File: src/rtl/alu_issue_queue.sv
// Issue queue feeding an external ALU: buffers instructions in a FIFO, issues one at a time,
// parks the ALU between instructions, and holds each result until the consumer accepts it.
module alu_issue_queue #(
    parameter int          DEPTH   = 4,
    parameter int          ALU_LAT = 1,
    parameter logic [3:0]  PARK_OP = 4'b1001
) (
    input  logic       clk,
    input  logic       rst,
    input  logic       in_valid,
    output logic       in_ready,
    input  logic [3:0] in_opcode,
    input  logic [7:0] in_A,
    input  logic [7:0] in_B,
    output logic [3:0] opcode,
    output logic [7:0] A,
    output logic [7:0] B,
    input  logic [7:0] ALU_Out,
    output logic       res_valid,
    input  logic       res_ready,
    output logic [7:0] res_data,
    output logic [3:0] res_opcode,
    output logic       illegal,
    output logic       busy
);

    // state   | meaning
    // IDLE    | ALU parked, waiting for a FIFO head
    // ISSUE   | operands on the ALU ports for ALU_LAT cycles
    // CAPTURE | ALU parked again, result sampled at the closing edge
    // HOLD    | result presented until res_ready

    localparam int AW    = (DEPTH > 1) ? $clog2(DEPTH) : 1;
    localparam int CNT_W = (ALU_LAT > 1) ? $clog2(ALU_LAT) : 1;
    localparam logic [AW:0]      FULL_CNT = (AW + 1)'(DEPTH);
    localparam logic [CNT_W-1:0] LAT_LOAD = CNT_W'(ALU_LAT - 1);
    localparam logic [3:0]       LAST_LEGAL = 4'b1010;

    typedef enum logic [1:0] {IDLE, ISSUE, CAPTURE, HOLD} state_t;

    state_t state, state_nxt;

    logic [3:0] q_op [DEPTH];
    logic [7:0] q_a  [DEPTH];
    logic [7:0] q_b  [DEPTH];
    logic [AW-1:0] wr_ptr, rd_ptr;
    logic [AW:0]   count;
    logic          full, empty, push, pop, head_legal, issue, drop;
    logic [CNT_W-1:0] lat_cnt;
    logic [3:0]    iss_op;

    assign full       = (count == FULL_CNT);
    assign empty      = (count == '0);
    assign in_ready   = !full;
    assign push       = in_valid && !full;
    assign head_legal = (q_op[rd_ptr] <= LAST_LEGAL);

    // FIFO storage needs no reset; validity is tracked by count
    always_ff @(posedge clk) begin
        if (push) begin
            q_op[wr_ptr] <= in_opcode;
            q_a[wr_ptr]  <= in_A;
            q_b[wr_ptr]  <= in_B;
        end
    end

    always_ff @(posedge clk or posedge rst) begin
        if (rst) begin
            wr_ptr <= '0;
            rd_ptr <= '0;
            count  <= '0;
        end else begin
            if (push) wr_ptr <= wr_ptr + 1'b1;
            if (pop)  rd_ptr <= rd_ptr + 1'b1;
            case ({push, pop})
                2'b10:   count <= count + 1'b1;
                2'b01:   count <= count - 1'b1;
                default: count <= count;
            endcase
        end
    end

    always_ff @(posedge clk or posedge rst) begin
        if (rst) state <= IDLE;
        else     state <= state_nxt;
    end

    always_comb begin
        state_nxt = state;
        case (state)
            IDLE:    if (!empty && head_legal) state_nxt = ISSUE;
            ISSUE:   if (lat_cnt == '0) state_nxt = CAPTURE;
            CAPTURE: state_nxt = HOLD;
            HOLD:    if (res_ready) state_nxt = IDLE;
            default: state_nxt = IDLE;
        endcase
    end

    always_comb begin
        pop       = (state == IDLE) && !empty;
        issue     = pop && head_legal;
        drop      = pop && !head_legal;
        res_valid = (state == HOLD);
        busy      = (state != IDLE) || !empty;
    end

    // Operands are parked on the same edge that leaves ISSUE so accumulating ops apply once
    always_ff @(posedge clk or posedge rst) begin
        if (rst) begin
            opcode     <= PARK_OP;
            A          <= '0;
            B          <= '0;
            iss_op     <= '0;
            lat_cnt    <= '0;
            res_data   <= '0;
            res_opcode <= '0;
            illegal    <= 1'b0;
        end else begin
            illegal <= drop;
            if (issue) begin
                opcode  <= q_op[rd_ptr];
                A       <= q_a[rd_ptr];
                B       <= q_b[rd_ptr];
                iss_op  <= q_op[rd_ptr];
                lat_cnt <= LAT_LOAD;
            end else if (state == ISSUE) begin
                if (lat_cnt == '0) begin
                    opcode <= PARK_OP;
                    A      <= '0;
                    B      <= '0;
                end else begin
                    lat_cnt <= lat_cnt - 1'b1;
                end
            end
            if (state == CAPTURE) begin
                res_data   <= ALU_Out;
                res_opcode <= iss_op;
            end
        end
    end

endmodule

File: config.mk
export PLATFORM = sky130hd
export DESIGN_NAME = alu_issue_queue
export DESIGN_NICKNAME = d
export VERILOG_FILES = /design/src/rtl/alu_issue_queue.sv
export SDC_FILE = /design/constraint.sdc
export NUM_CORES = 1
export LEC_CHECK = 0
export CAP_MARGIN = 20
export CORE_MARGIN = 10
export CORE_UTILIZATION = 25
export CTS_BUF_LIST = sky130_fd_sc_hd__clkbuf_4 sky130_fd_sc_hd__clkbuf_8
export DETAILED_ROUTE_END_ITERATION = 8
export RECOVER_POWER = 25
export SYNTH_ARGS = -nofsm -noshare
export SYNTH_HDL_FRONTEND = slang
export SYNTH_SLANG_ARGS = --single-unit
File: constraint.sdc
create_clock -name clk -period 1.9 [get_ports clk]
set_input_delay 0.285 -clock clk [delete_from_list [all_inputs] [get_ports clk]]
set_output_delay 0.285 -clock clk [all_outputs]
set_load 0.1 [all_outputs]
# After elaboration in Yosys (flattened, before gate mapping)
# Memory sizes are Yosys's and may differ from the RTL's.
# Index checks and enable logic that the tools add are counted.
# totals
n_memories,3
mem_bits_rw,80
elab_cells,64
inputBits,32
ff_bits,47
output_inout_bits,36
# op_classes
eq_ne,10
n_mux,17
addsub,5
n_lt_le_gt_ge,1
reduce_logical,16
# memory_table
name,words,width,read_ports,rd_ports_with_merged_regs,write_ports,line_no,source
q_a,4,8,1,0,1,44,logic [7:0] q_a [DEPTH];
q_b,4,8,1,0,1,45,logic [7:0] q_b [DEPTH];
q_op,4,4,1,0,1,43,logic [3:0] q_op [DEPTH];
# op_table
cell,count
$mux W8,4
$mux W4,3
$pmux W2 S4,1
$eq A2 B2 Y1 const B,3
$mux W2,3
$ne A2 B2 Y1 const B,3
$pmux W3 S2,1
$reduce_bool A2 Y1,3
$logic_and A1 B1 Y1,5
$mux W1,5
$add A2 B1 Y2 const B,2
$eq A2 B1 Y1 const B,2
$le A4 B4 Y1 const B,1
$add A3 B1 Y3 const B,1
$eq A3 B3 Y1 const B,1
$logic_not A1 Y1,3
$logic_not A3 Y1,1
$reduce_and A3 Y1,1
$sub A3 B1 Y3 const B,1
$logic_not A2 Y1,1
$ne A2 B1 Y1 const B,1
$reduce_and A2 Y1,1
$logic_or A1 B1 Y1,1
$sub A1 B1 Y1 const B,1

# Logic depth before layout (Yosys ltp)
# depth
ltp_word,6
mapped_depth,10
depth_no_buf,10

# Worst setup path after synthesis
# Ideal clock, no wire load.
# synth_timing
path_kind,reg2reg
start,reg count[0]
end,reg count[2]
arrival_time_ns,2.859
period_less_slack_ns,2.939
setup_ns,0.079
path_buffers,0
path_stages_with_launch,11
setup_slack_ns,-1.039
required_time_ns,1.821
cell_sequence,dfrtp_1 -> inv_1 -> nand3_1 -> and2_1 -> inv_1 -> ha_1 -> inv_1 -> fa_1 -> xor2_1 -> nor2_1 -> xor2_1
# synth_between
elab_chain_cells,5
word_cells_on_any_way,12
classes_between,add/sub (2); eq/ne (3); mux (1); reduce/logical (6)
# synth_lines
element,line_no,source
start: declaration,47,logic [AW:0] count;
start signal: assignment,76,2'b10: count <= count + 1'b1;
start signal: assignment,77,2'b01: count <= count - 1'b1;
start signal: assignment,78,default: count <= count;
$eq A3 B3 Y1 (*),52,assign full = (count == FULL_CNT);
$logic_not A1 Y1 (*),--,
net in_ready,11,"output logic in_ready,"
$logic_and A1 B1 Y1 (*),55,assign push = in_valid && !full;
$eq A2 B1 Y1 / $eq A2 B2 Y1 (equally long branches),75,"case ({push, pop})"
$pmux W3 S2 / $reduce_bool A2 Y1 (equally long branches),--,
# The timed path passes the listed nets; every way through them passes the cells marked *.
# A chain may end at the register's enable or synchronous reset.

# Worst setup path in the final report
# layout_timing
start,reg rd_ptr[0]
end,reg opcode[2]
# layout_between
elab_chain_cells,5
word_cells_on_any_way,7
classes_between,order compare (1); eq/ne (1); mux (1); reduce/logical (3); memory (1)
# layout_lines
element,line_no,source
start: declaration,46,"logic [AW-1:0] wr_ptr, rd_ptr;"
start signal: assignment,74,if (pop) rd_ptr <= rd_ptr + 1'b1;
$mem_v2 Z4 W4 (*),--,
$le A4 B4 Y1,56,assign head_legal = (q_op[rd_ptr] <= LAST_LEGAL);
$logic_and A1 B1 Y1,101,issue = pop && head_legal;
$ne A2 B2 Y1 (no source line) / $reduce_bool A2 Y1 (equally long branches),--,
$reduce_and A2 Y1 (no source line),--,
end signal: assignment,121,opcode <= q_op[rd_ptr];
end: declaration,15,"output logic [3:0] opcode,"
# Every way passes the cells marked *; elsewhere a longest branch is shown, timed or not.

==> metrics.txt <==
master cell of the clock root buffer sky130_fd_sc_hd__clkbuf_8; worst hold slack 454 ps; vias in the first global route between 3000 and 4000; number of buffers inserted by port buffering 67; residual overflow from global routing 0; failing checks negative setup slack; mean area per synthesized cell 18.7 sq um; CP Data Required Time 2220 ps; transition at the pin with the smallest max-transition slack 796 ps; post-route design area about 6700 sq um; EDFF count, synth 80; Worst Path Max Fanout 11; die outline height 161 um; largest incremental delay on the critical path just under 600 ps; final-report hold violation count 0; post-detailed-route count of antenna-violating nets 0; FF+latch count, synth 126; routed length per instance about 17 um; ant diodes 0; via-per-instance ratio between 4 and 5; area added between synthesis and finish 35.8%; sum of net half-perimeters after detailed placement approximately 7.5 mm; number of primary I/O pins between 60 and 70; Core Region 19500 sq um; floorplan die area 25900 sq um; clock-pin slew on the worst setup and hold paths 80 ps; count of synthesis-stage warnings from yosys 0; final count of pins violating max slew 0; clock insertion delay at the later pin of the skew report 420 ps; number of antenna violations at the first check in global routing 1; commonest non-fill, non-tap cell in the layout sky130_fd_sc_hd__edfxtp_1; final RePlAce weighted congestion between 0.7 and 0.8; maximum frequency from static timing analysis around 520 MHz; number of nets in the final layout 424; Tcrit/Tclk final 101%; post-synthesis cell type count 40; Pre-Repair DR Iteration Count 4; number of vias in the routed layout 2791; gate count of the mapped netlist 265; status complete, but fails checks; CTS Buffer Depth 2; CP Cell Sequence mux4_2, a211oi_4, buf_6, nor2_4, a32o_1; wire length of the first global-routing pass 17.8 mm; setup repair after global routing missed its margin true; Total Routed Length 11.4 mm; highest-count cells in the layout ignoring fill and taps 80 x sky130_fd_sc_hd__edfxtp_1, 63 x sky130_fd_sc_hd__buf_4, 43 x sky130_fd_sc_hd__dfrtp_1; std cell rows 51; worst path arrival time 2240 ps; final critical path time including I/O delays and setup 1930 ps; Iteration-0 DRC Markers between 200 and 250; CTS H-tree depth 4; total DRC errors in the routed layout 0; Critical Path End Type flip-flop; share of the yosys chip area belonging to registers 71.6%; pin count of the biggest net entering global routing 25; number of nets in the synthesized netlist 307; CP max-delay cell sky130_fd_sc_hd__mux4_2; final worst-path setup slack -25.2 ps; share of async-settable or async-resettable flops after synthesis 36.5%; path type of the worst min-delay path in -> async; Die Width 161 um; Placement Cell Area 6180 sq um; clock sink count ~130; total routing usage reported by global routing 8.95%; count of final setup violators 13; max_cap viols 0; total clock buffers created by CTS 17; headroom to the max-slew limit 46.8%; TritonCTS clock tree built; Starting Density 25.4%; nature of the critical path startpoint flip-flop; critical path start-end classification reg -> reg; layout cells sized above 1 42.3%; synthesized area between 4000 and 5000 sq um; number of buffers added to fix hold violations after cts 0; flip-flop cell with the highest count after synthesis sky130_fd_sc_hd__edfxtp_1; Clock Skews 11.8 ps
[state kept, by name, summed over array words and instances, names as in the netlist]
name        flops
q_a            32
q_b            32
q_op           16
A               8
B               8
res_data        8
iss_op          4
opcode          4
res_opcode      4
count           3
rd_ptr          2
state           2
wr_ptr          2
illegal         1
[cell type report]
cell class              instances  area (sq um)
fillers                      1904         12800
flip-flops and latches        126          3560
multi-input cells             117          1390
repair buffers                109          1060
well taps                     265           332
clock buffers                  18           241
clock inverters                14           111
inverters                      11          53.8
[worst max-delay path: cells and delay by family, from the launching register on]
kind	cells	cell delay, ps
mux	1	580
compound gates	2	560
flops	1	440
buf+inv	1	170
simple gates	1	80
[routing by layer]
metal,up-vias,track usage [%],wire (um)
met5,-,0,0
met4,0,1.61,57
met3,7,3.48,760
met2,87,14.2,5550
met1,1426,11.4,5030
li1,1271,-,-
[synth_stat cells, types with 3 or more instances]
cell type	count	area, sq um
sky130_fd_sc_hd__edfxtp_1	80	2400
sky130_fd_sc_hd__o21a_1	17	128
sky130_fd_sc_hd__a21o_1	3	22.5
sky130_fd_sc_hd__mux2_2	13	146
sky130_fd_sc_hd__ha_1	9	113
sky130_fd_sc_hd__xnor2_1	4	35.0
sky130_fd_sc_hd__dfrtp_1	44	1100
sky130_fd_sc_hd__buf_6	3	33.8
sky130_fd_sc_hd__nor2_1	4	15.0
sky130_fd_sc_hd__inv_1	10	37.5
sky130_fd_sc_hd__buf_2	4	20.0
sky130_fd_sc_hd__mux4_2	20	450
sky130_fd_sc_hd__and3_1	5	31.3
sky130_fd_sc_hd__a31o_1	17	149
[worst paths after layout]
kind / from / endpoint / slack (ps) / depth (start not counted)
hold / removal: rst / iss_op[0] / 450 / 2
max in group asynchronous: rst / B[7] / 720 / 3
min in group clk: ALU_Out[6] / res_data[6] / 480 / 2
hold reg to reg: iss_op[0] / iss_op[0] / 490 / 1
setup / recovery: rd_ptr[0] / opcode[2] / -30 / 5
setup reg to reg: rd_ptr[0] / opcode[2] / -30 / 5
[cell families after synthesis]
family          Yosys count  synth area share, %
compound gates           47                 7.79
xor+xnor                  6                 1.06
fa+ha+maj                10                 2.67
buf+inv                  23                 2.44
flops                   126                 71.6
mux                      35                 12.4
simple gates             18                 1.99
[through the flow]
step,utilization (%),TNS (ps),cells,setup WS [ps]
floorplan,-,-290,265,-207
global placement,31.7,-4060,617,-208
detailed placement,31.7,-4950,617,-234
CTS,34.1,-76.6,653,-28.8
global route,34.5,-2260,660,-110
finish,34.5,-170,660,-25.2
[repair_timing]
action	4_1_cts	5_1_grt
setup buffers	3	6
pin swaps	6	7
endpoints found under the setup margin	29	26
gates resized for setup	23	5
cloned	1	1
Power is left out: the tool's default activity adds up to more than one toggle a clock period on the data nets, which glitch-free logic cannot reach.
==> variant, RTL diff (config.mk and constraints unchanged) <==
The parameter `DEPTH` goes from 4 to 2.
--- a/src/rtl/alu_issue_queue.sv
+++ b/src/rtl/alu_issue_queue.sv
@@ -2,5 +2,5 @@
 // parks the ALU between instructions, and holds each result until the consumer accepts it.
 module alu_issue_queue #(
-    parameter int          DEPTH   = 4,
+    parameter int          DEPTH   = 2,
     parameter int          ALU_LAT = 1,
     parameter logic [3:0]  PARK_OP = 4'b1001
Function: changed (a bounded check fails within 4 cycles, from zero or initial values and one cycle with rst high).
==> variant against the unedited design <==
Worst setup slack gained 0.070 ns; die area shrank 30%; design area shrank 34%; wire length shrank 38%; sequential cell count shrank 43; synthesized area shrank 34%; highest routed layer unchanged.
Power is left out: the tool's default activity adds up to more than one toggle a clock period on the data nets, which glitch-free logic cannot reach.
==> variant: results (changes against the unedited design) <==
status=completed; Syn Inst Count=202 (-24%); Setup TNS Final=0 ns (+0.170 ns); CTS buffer count=9 (-8); first-pass GRT wire length=11500 um (-36%); DP Wirelength=5020 um (-33%); Routed WL per cell=15.3 um (-12%); pre-CTS setup slack=0.113 ns (+0.348 ns); multi-input combinational cell area=962 um2 (-31%); fin cells=465 (-30%); Synth Flop Type=dfrtp_1; Post-synth EDFFs=40 (-50%); htree depth=3 (-1); vias in the first global route=2116 (-30%); Synth cell types=32 (-20%); XOR/XNOR Fraction of Synth Area=1.33% (+0.28 points); post-synthesis adder-cell area fraction=1.91% (-0.76 points); fillcell total=1252 (-34%); clk_lat worst skew=0.35 ns (-0.07 ns); Critical Path Max Stage Delay=0.40 ns (-0.18 ns); FFs w/ async S/R, synth=51.8% (+15 points); DIE WIDTH=135 um (-16%); CP delay by family, top=flip-flops; sequential area share after synthesis=69.5% (-2.1 points); GRT Total Usage=8.22% (-0.73 points)
==> variant: logic make-up after synthesis <==
group                      after synthesis
buffers and inverters                   13
xor gates and xnor gates                 5
DFF                                     83
AOI/OAI and AO/OA                       12
muxes                                   51
adders and majority gates                5
and+or+nand+nor                         33
==> variant: what timing repair did <==
item	4_1_cts	5_1_grt
cloned	0	0
endpoints found under the hold margin	0	0
pin swaps	1	0
endpoints found under the setup margin	1	1
setup buffers	2	2
resized for setup	4	0
hold buffers	0	0
==> variant: cell type report <==
cell class,count,area share [%]
Antenna cell,2,0.112
Tap cell,172,4.83
Clock inverter,6,0.871
Clock buffer,10,3.09
Multi-Input combinational cell,106,21.6
Inverter,5,0.421
Timing Repair Buffer,81,17.9
Sequential cell,83,51.2
==> variant: final timing paths <==
kind	start	endpoint	slack, ns	cells past startpoint
hold reg to reg	res_data[0]$_DFFE_PP0P_	res_data[0]$_DFFE_PP0P_	0.50	1
setup reg to reg	state[0]$_DFFE_PP0P_	res_data[6]$_DFFE_PP0P_	0.24	4
setup / recovery	state[1]$_DFFE_PP0P_	busy	0.05	4
hold / removal	rst	res_opcode[2]$_DFFE_PP0P_	0.40	2
max in group asynchronous	rst	opcode[3]$_DFFE_PP1P_	0.87	3
min in group clk	res_data[0]$_DFFE_PP0P_	res_data[0]$_DFFE_PP0P_	0.50	1
==> variant: worst register-to-register path, cell delays in order (launching register included) <==
cell and delay [ns]:
dfrtp_1 0.40, inv_2 0.08, buf_4 0.10, ha_1 0.55
mux2_2 0.41
==> variant: routing by layer <==
| metal | track usage, % | wire [um] |
|---|---|---|
| met5 | 0 | 0 |
| met4 | 4.53 | 142 |
| met3 | 3.12 | 463 |
| met2 | 13.3 | 3410 |
| met1 | 9.13 | 3090 |
